File: src/rtl/pla_jbp_vector_driver.sv
// Stimulus/capture engine for the pla__jbp decode plane: drives a 36-bit vector,
// waits SETTLE_CYCLES, captures the 57-bit response and hands (x, z) downstream.
module pla_jbp_vector_driver #(
    parameter int unsigned SETTLE_CYCLES = 2
) (
    input  logic        clk,
    input  logic        rst_n,
    input  logic        in_valid,
    output logic        in_ready,
    input  logic [35:0] in_x,
    output logic [35:0] pla_x,
    input  logic [56:0] pla_z,
    output logic        out_valid,
    input  logic        out_ready,
    output logic [35:0] out_x,
    output logic [56:0] out_z,
    input  logic        sig_clear,
    output logic [56:0] sig,
    output logic [15:0] vec_count,
    output logic        busy
);

    if (SETTLE_CYCLES < 1 || SETTLE_CYCLES > 255) begin : g_bad_settle
        $error("SETTLE_CYCLES must be in 1..255");
    end

    typedef enum logic [1:0] {
        IDLE   = 2'd0,
        SETTLE = 2'd1,
        HOLD   = 2'd2
    } state_t;

    state_t     state;
    state_t     state_next;
    logic [7:0] cnt;
    logic       accept;
    logic       capture;

    assign accept  = in_valid && (state == IDLE);
    assign capture = (state == SETTLE) && (cnt == 8'd0);

    // NOTE: sequential state uses non-blocking assignments so every register
    // samples pre-edge values regardless of process ordering.
    always_ff @(posedge clk or negedge rst_n) begin
        if (!rst_n) begin
            state <= IDLE;
        end else begin
            state <= state_next;
        end
    end

    // NOTE: state_next gets a default before the case so no path leaves it
    // unassigned, which would otherwise infer a latch.
    always_comb begin
        state_next = state;
        case (state)
            IDLE:    if (in_valid)  state_next = SETTLE;
            SETTLE:  if (cnt == 8'd0) state_next = HOLD;
            HOLD:    if (out_ready) state_next = IDLE;
            default: state_next = IDLE;
        endcase
    end

    // Handshake decodes come from registered state only.
    always_comb begin
        in_ready = (state == IDLE);
        busy     = (state != IDLE);
    end

    always_ff @(posedge clk or negedge rst_n) begin
        if (!rst_n) begin
            out_valid <= 1'b0;
        end else begin
            out_valid <= (state_next == HOLD);
        end
    end

    always_ff @(posedge clk or negedge rst_n) begin
        if (!rst_n) begin
            pla_x <= '0;
            cnt   <= '0;
            out_x <= '0;
            out_z <= '0;
        end else begin
            if (accept) begin
                pla_x <= in_x;
                cnt   <= 8'(SETTLE_CYCLES - 1);
            end
            if (state == SETTLE && cnt != 8'd0) begin
                cnt <= cnt - 8'd1;
            end
            if (capture) begin
                out_x <= pla_x;
                out_z <= pla_z;
            end
        end
    end

    // A clear on the capture edge wins over that capture's signature/count update.
    always_ff @(posedge clk or negedge rst_n) begin
        if (!rst_n) begin
            sig       <= '0;
            vec_count <= '0;
        end else if (sig_clear) begin
            sig       <= '0;
            vec_count <= '0;
        end else if (capture) begin
            sig <= {sig[55:0], sig[56]} ^ pla_z;
            if (vec_count != 16'hFFFF) begin
                vec_count <= vec_count + 16'd1;
            end
        end
    end

endmodule

File: config.mk
export PLATFORM = sky130hd
export DESIGN_NAME = pla_jbp_vector_driver
export DESIGN_NICKNAME = d
export VERILOG_FILES = /design/src/rtl/pla_jbp_vector_driver.sv
export SDC_FILE = /design/constraint.sdc
export NUM_CORES = 1
export LEC_CHECK = 0
export ABC_AREA = 1
export CAP_MARGIN = 5
export CORE_ASPECT_RATIO = 1.75
export CORE_MARGIN = 2
export CORE_UTILIZATION = 41
export CTS_BUF_LIST = sky130_fd_sc_hd__clkbuf_16
export DETAILED_ROUTE_END_ITERATION = 6
export PLACE_DENSITY = 0.83
export SLEW_MARGIN = 10
export SYNTH_ARGS = -nofsm -noshare
export SYNTH_HDL_FRONTEND = slang
export SYNTH_SLANG_ARGS = --single-unit
File: constraint.sdc
create_clock -name clk -period 1.8 [get_ports clk]
set_input_delay 0.45 -clock clk [delete_from_list [all_inputs] [get_ports clk]]
set_output_delay 0.45 -clock clk [all_outputs]
set_load 0.1 [all_outputs]
==> impl.org <==
** Run status
- The run finished, with violations left.
- Failing checks :: setup timing

** Layout
- In the layout the commonest cells are sky130_fd_sc_hd__nand2_1, sky130_fd_sc_hd__buf_12, sky130_fd_sc_hd__dfrtp_1.
- For this run, the share of the core covered by cells in the final layout is 0.711.
- In the final layout, the share of cells above drive strength 1 is 0.214.
- The finished cells cover 15300 sq um.
- Relative to the synthesized area, the layout overhead comes to 69.8%.
- 0 antenna diodes ended up in the layout.
- Leaving out fill and tap cells, the most frequent cell in the layout is sky130_fd_sc_hd__nand2_1.
- The net count of the finished layout is 1479.

** Timing
- Max Clock Skew :: 12.8 ps
- Tcrit/Tclk final :: 1.05
- Once routing completed, OpenROAD measured the worst setup slack at -81.8 ps.
- RSZ-0062 raised after global routing :: true
- Count of final hold-check violations :: 0
- Setup violations remaining at the end of the flow were counted as 2.
- The max-slew violation count came to 0.
- Hold timing on the final database bottoms out at a slack of 426 ps.
- The routed design could run at a clock period as short as 1880 ps.
- At the pin with the least slew margin, the transition time is 385 ps.
- Static timing analysis puts the maximum clock frequency at 0.531 GHz.
- Worst rel slew slack :: 0.742

** Setup path
- Path depth of the worst reg2reg path :: 10
- STA classifies the critical path endpoint as a primary output.
- Largest fanout on the critical path :: 2
- Walking the worst path, the cells encountered are nor2_4 -> clkinvlp_4 -> buf_12.
- For this design, the slowest cell found on the critical path is sky130_fd_sc_hd__dfrtp_1.
- On the critical path the largest part of the delay comes from flip-flops.
- Slowest Stage Delay on Critical Path :: 410 ps
- Number of buffer and inverter instances along the worst setup path :: 2
- The worst setup path is of the flip-flop to primary output kind.
- The endpoint identified for the worst register-to-register timing path is sig[14]$_DFFE_PN0P_.
- Endpoint required time on the critical path :: 1350 ps
- Data arrival time of the critical path :: 1430 ps
- The worst register-to-register path begins at cnt[0]$_DFFE_PN0P_.
- Setup slack on the worst reg-to-reg path comes out at 60 ps.
- STA classifies the critical path startpoint as a flip-flop.

** Clock tree
- Root cell of the clock tree :: sky130_fd_sc_hd__clkbuf_16
- TritonCTS built the clock tree.
- Clock H-tree levels :: 1
- The longest clock path from root to sink contains 3 buffers.
- The tree built by TritonCTS fans out to 213 sinks.
- Clock latency on the worst-skew pair, taken at its later pin, is 500 ps.
- Counting the buffers created by CTS gives 20.
- Clock-pin slew of the registers on the worst-case setup and hold paths :: 70 ps

** Detailed routing
- Post-route DRC :: 0
- Number of iterations in the first detailed-routing pass :: 5
- The final layout contains routed wiring with a total length of 30100 um.
- Count of routing violations after the opening detailed-route iteration :: 858
- Routed vias :: 8697
- Using the TritonRoute via totals, the vias-per-cell ratio works out to 5.17.
- Remaining antenna violation count after routing :: 0
- Wire per inst :: 17.9 um

** Placement
- Routability congestion estimate :: 0.884
- Summed over all nets, the half-perimeter wirelength after detailed placement is 21700 um.
- Prior to clock tree synthesis, the placed netlist has a worst setup slack of 3.37 ps.
- The placed instances occupy a cell area of 14600 sq um.
- Count of buffers inserted at the top-level ports :: 302

** Worst hold path
- Type of the most critical hold path :: primary input to asynchronous set/reset pin

** Yosys
- After synthesis the cells add up to 9000 sq um.
- Xor/xnor share of the synthesized area :: 0.00487
- Synthesized Nets :: 1172
- By area the synthesized netlist is led by sky130_fd_sc_hd__dfrtp_1, sky130_fd_sc_hd__nand2_1, sky130_fd_sc_hd__o21ai_0, sky130_fd_sc_hd__a21oi_1, sky130_fd_sc_hd__o211ai_1.
- Of the post-synthesis cell area, the dominant cell type holds 0.592.
- Of the total synthesized cell area, the portion taken by AND, OR, NAND and NOR gates is 0.255.
- During synthesis, Yosys emitted a total of 0 warnings.
- The netlist uses 24 different library cells.
- By area, the combinational part of the netlist is dominated by simple AND/OR/NAND/NOR gates.
- Average cell area after synthesis :: 8.40 sq um
- The synthesized design contains 213 register bits.
- Cell type contributing the most total cell area after synthesis :: sky130_fd_sc_hd__dfrtp_1
- Multiplexer area fraction after synthesis :: 0
- The share of the Yosys chip area taken by registers is 0.592.
- Counting every instance in the synthesized netlist gives 1071.
- The synthesized-area fraction occupied by ao, oa, aoi and oai cells came to 0.107.
- Of the total synthesized cell area, the portion taken by full adders, half adders and majority gates is 0.00417.

** Global routing
- The number of global-route vias before repair was 9079.
- Total global routing track utilization :: 0.260
- Largest net degree at the start of global routing :: 73
- The total overflow left after global routing is 0.
- The initial antenna violation count is 0.
- The first global-routing pass estimated 47400 um of wire.

** Floorplan
- Die W :: 116 um
- Row generation in the floorplan step produced 71 rows.
- The die is 200 um tall.
- The die covers 23200 sq um.
- Top-level port count :: 303
- For this configuration, the core starts out at a cell density of 0.418.
- Area of the placeable core :: 21500 sq um

** Job
- Maximum capacitance violations :: 0
-- registers in the layout, summed over array words and instances, names as in the netlist --
name and flops:
out_x 36, pla_x 36, vec_count 16, state 2
out_valid 1, cnt 8, sig 57, out_z 57
-- how the worst max path moves through the flow --
| stage | start | end | slack [ps] | depth (start not counted) |
|---|---|---|---|---|
| global placement | in_valid | cnt[2]$_DFFE_PN0P_ | 80 | 6 |
| floorplan | state[0]$_DFF_PN0_ | pla_x[14]$_DFFE_PN0P_ | -610 | 7 |
| CTS | state[0]$_DFF_PN0_ | busy | -50 | 3 |
| detailed placement | in_valid | pla_x[35]$_DFFE_PN0P_ | 3 | 5 |
| finish | state[1]$_DFF_PN0_ | busy | -80 | 3 |
| global route | state[1]$_DFF_PN0_ | busy | -120 | 3 |
-- per-layer routing --
layer | track usage | wire length [um]
met1 | 0.283 | 9960
met2 | 0.471 | 16300
met3 | 0.0713 | 2400
met4 | 0.109 | 1450
met5 | 0 | 0
-- cell families (layout without fill, tap and decap cells) --
logic type | Yosys count | in the layout
fa+ha+maj | 3 | 3
compound gates | 177 | 177
xor+xnor | 5 | 5
simple gates | 593 | 593
flops | 213 | 213
buf+inv | 80 | 400
-- layout make-up --
class                           instances  area [sq um]
Fill cell                            1418          6220
Timing Repair Buffer                  331          5440
Sequential cell                       213          5360
Multi-Input combinational cell        778          3400
Clock buffer                           21           526
Tap cell                              292           365
Inverter                               34           139
Clock inverter                         14          57.6
-- cells in the mapped netlist (all sizes together) --
| cell type | instances |
|---|---|
| inv | 32 |
| ha | 3 |
| xor2 | 5 |
| buf | 16 |
| o31ai | 2 |
| a21oi | 57 |
| o21bai | 1 |
| nand4 | 5 |
| nor2 | 28 |
| or2 | 3 |
| dfrtp | 213 |
| clkbuf | 30 |
| clkinv | 2 |
| nand2 | 534 |
| o21ai | 90 |
| nand3 | 22 |
| a21boi | 1 |
| nor3 | 1 |
| o211ai | 26 |
-- timing repair --
| item | CTS | global route |
|---|---|---|
| gates cloned | 0 | 0 |
| gates resized for setup | 1 | 19 |
| pin swaps | 2 | 2 |
| hold endpoints to repair | 24 | 0 |
| setup buffers | 4 | 0 |
| endpoints found under the setup margin | 9 | 99 |
| hold buffers | 1 | 0 |
-- metrics by stage --
stage / std cells / TNS [ps]
floorplan: 1071 / -25900
CTS: 1683 / -96.1
finish: 1683 / -131
detailed placement: 1643 / 0
global route: 1683 / -340
global placement: 1643 / 0
Power is left out: the tool's default activity adds up to more than one toggle a clock period on the data nets, which glitch-free logic cannot reach.
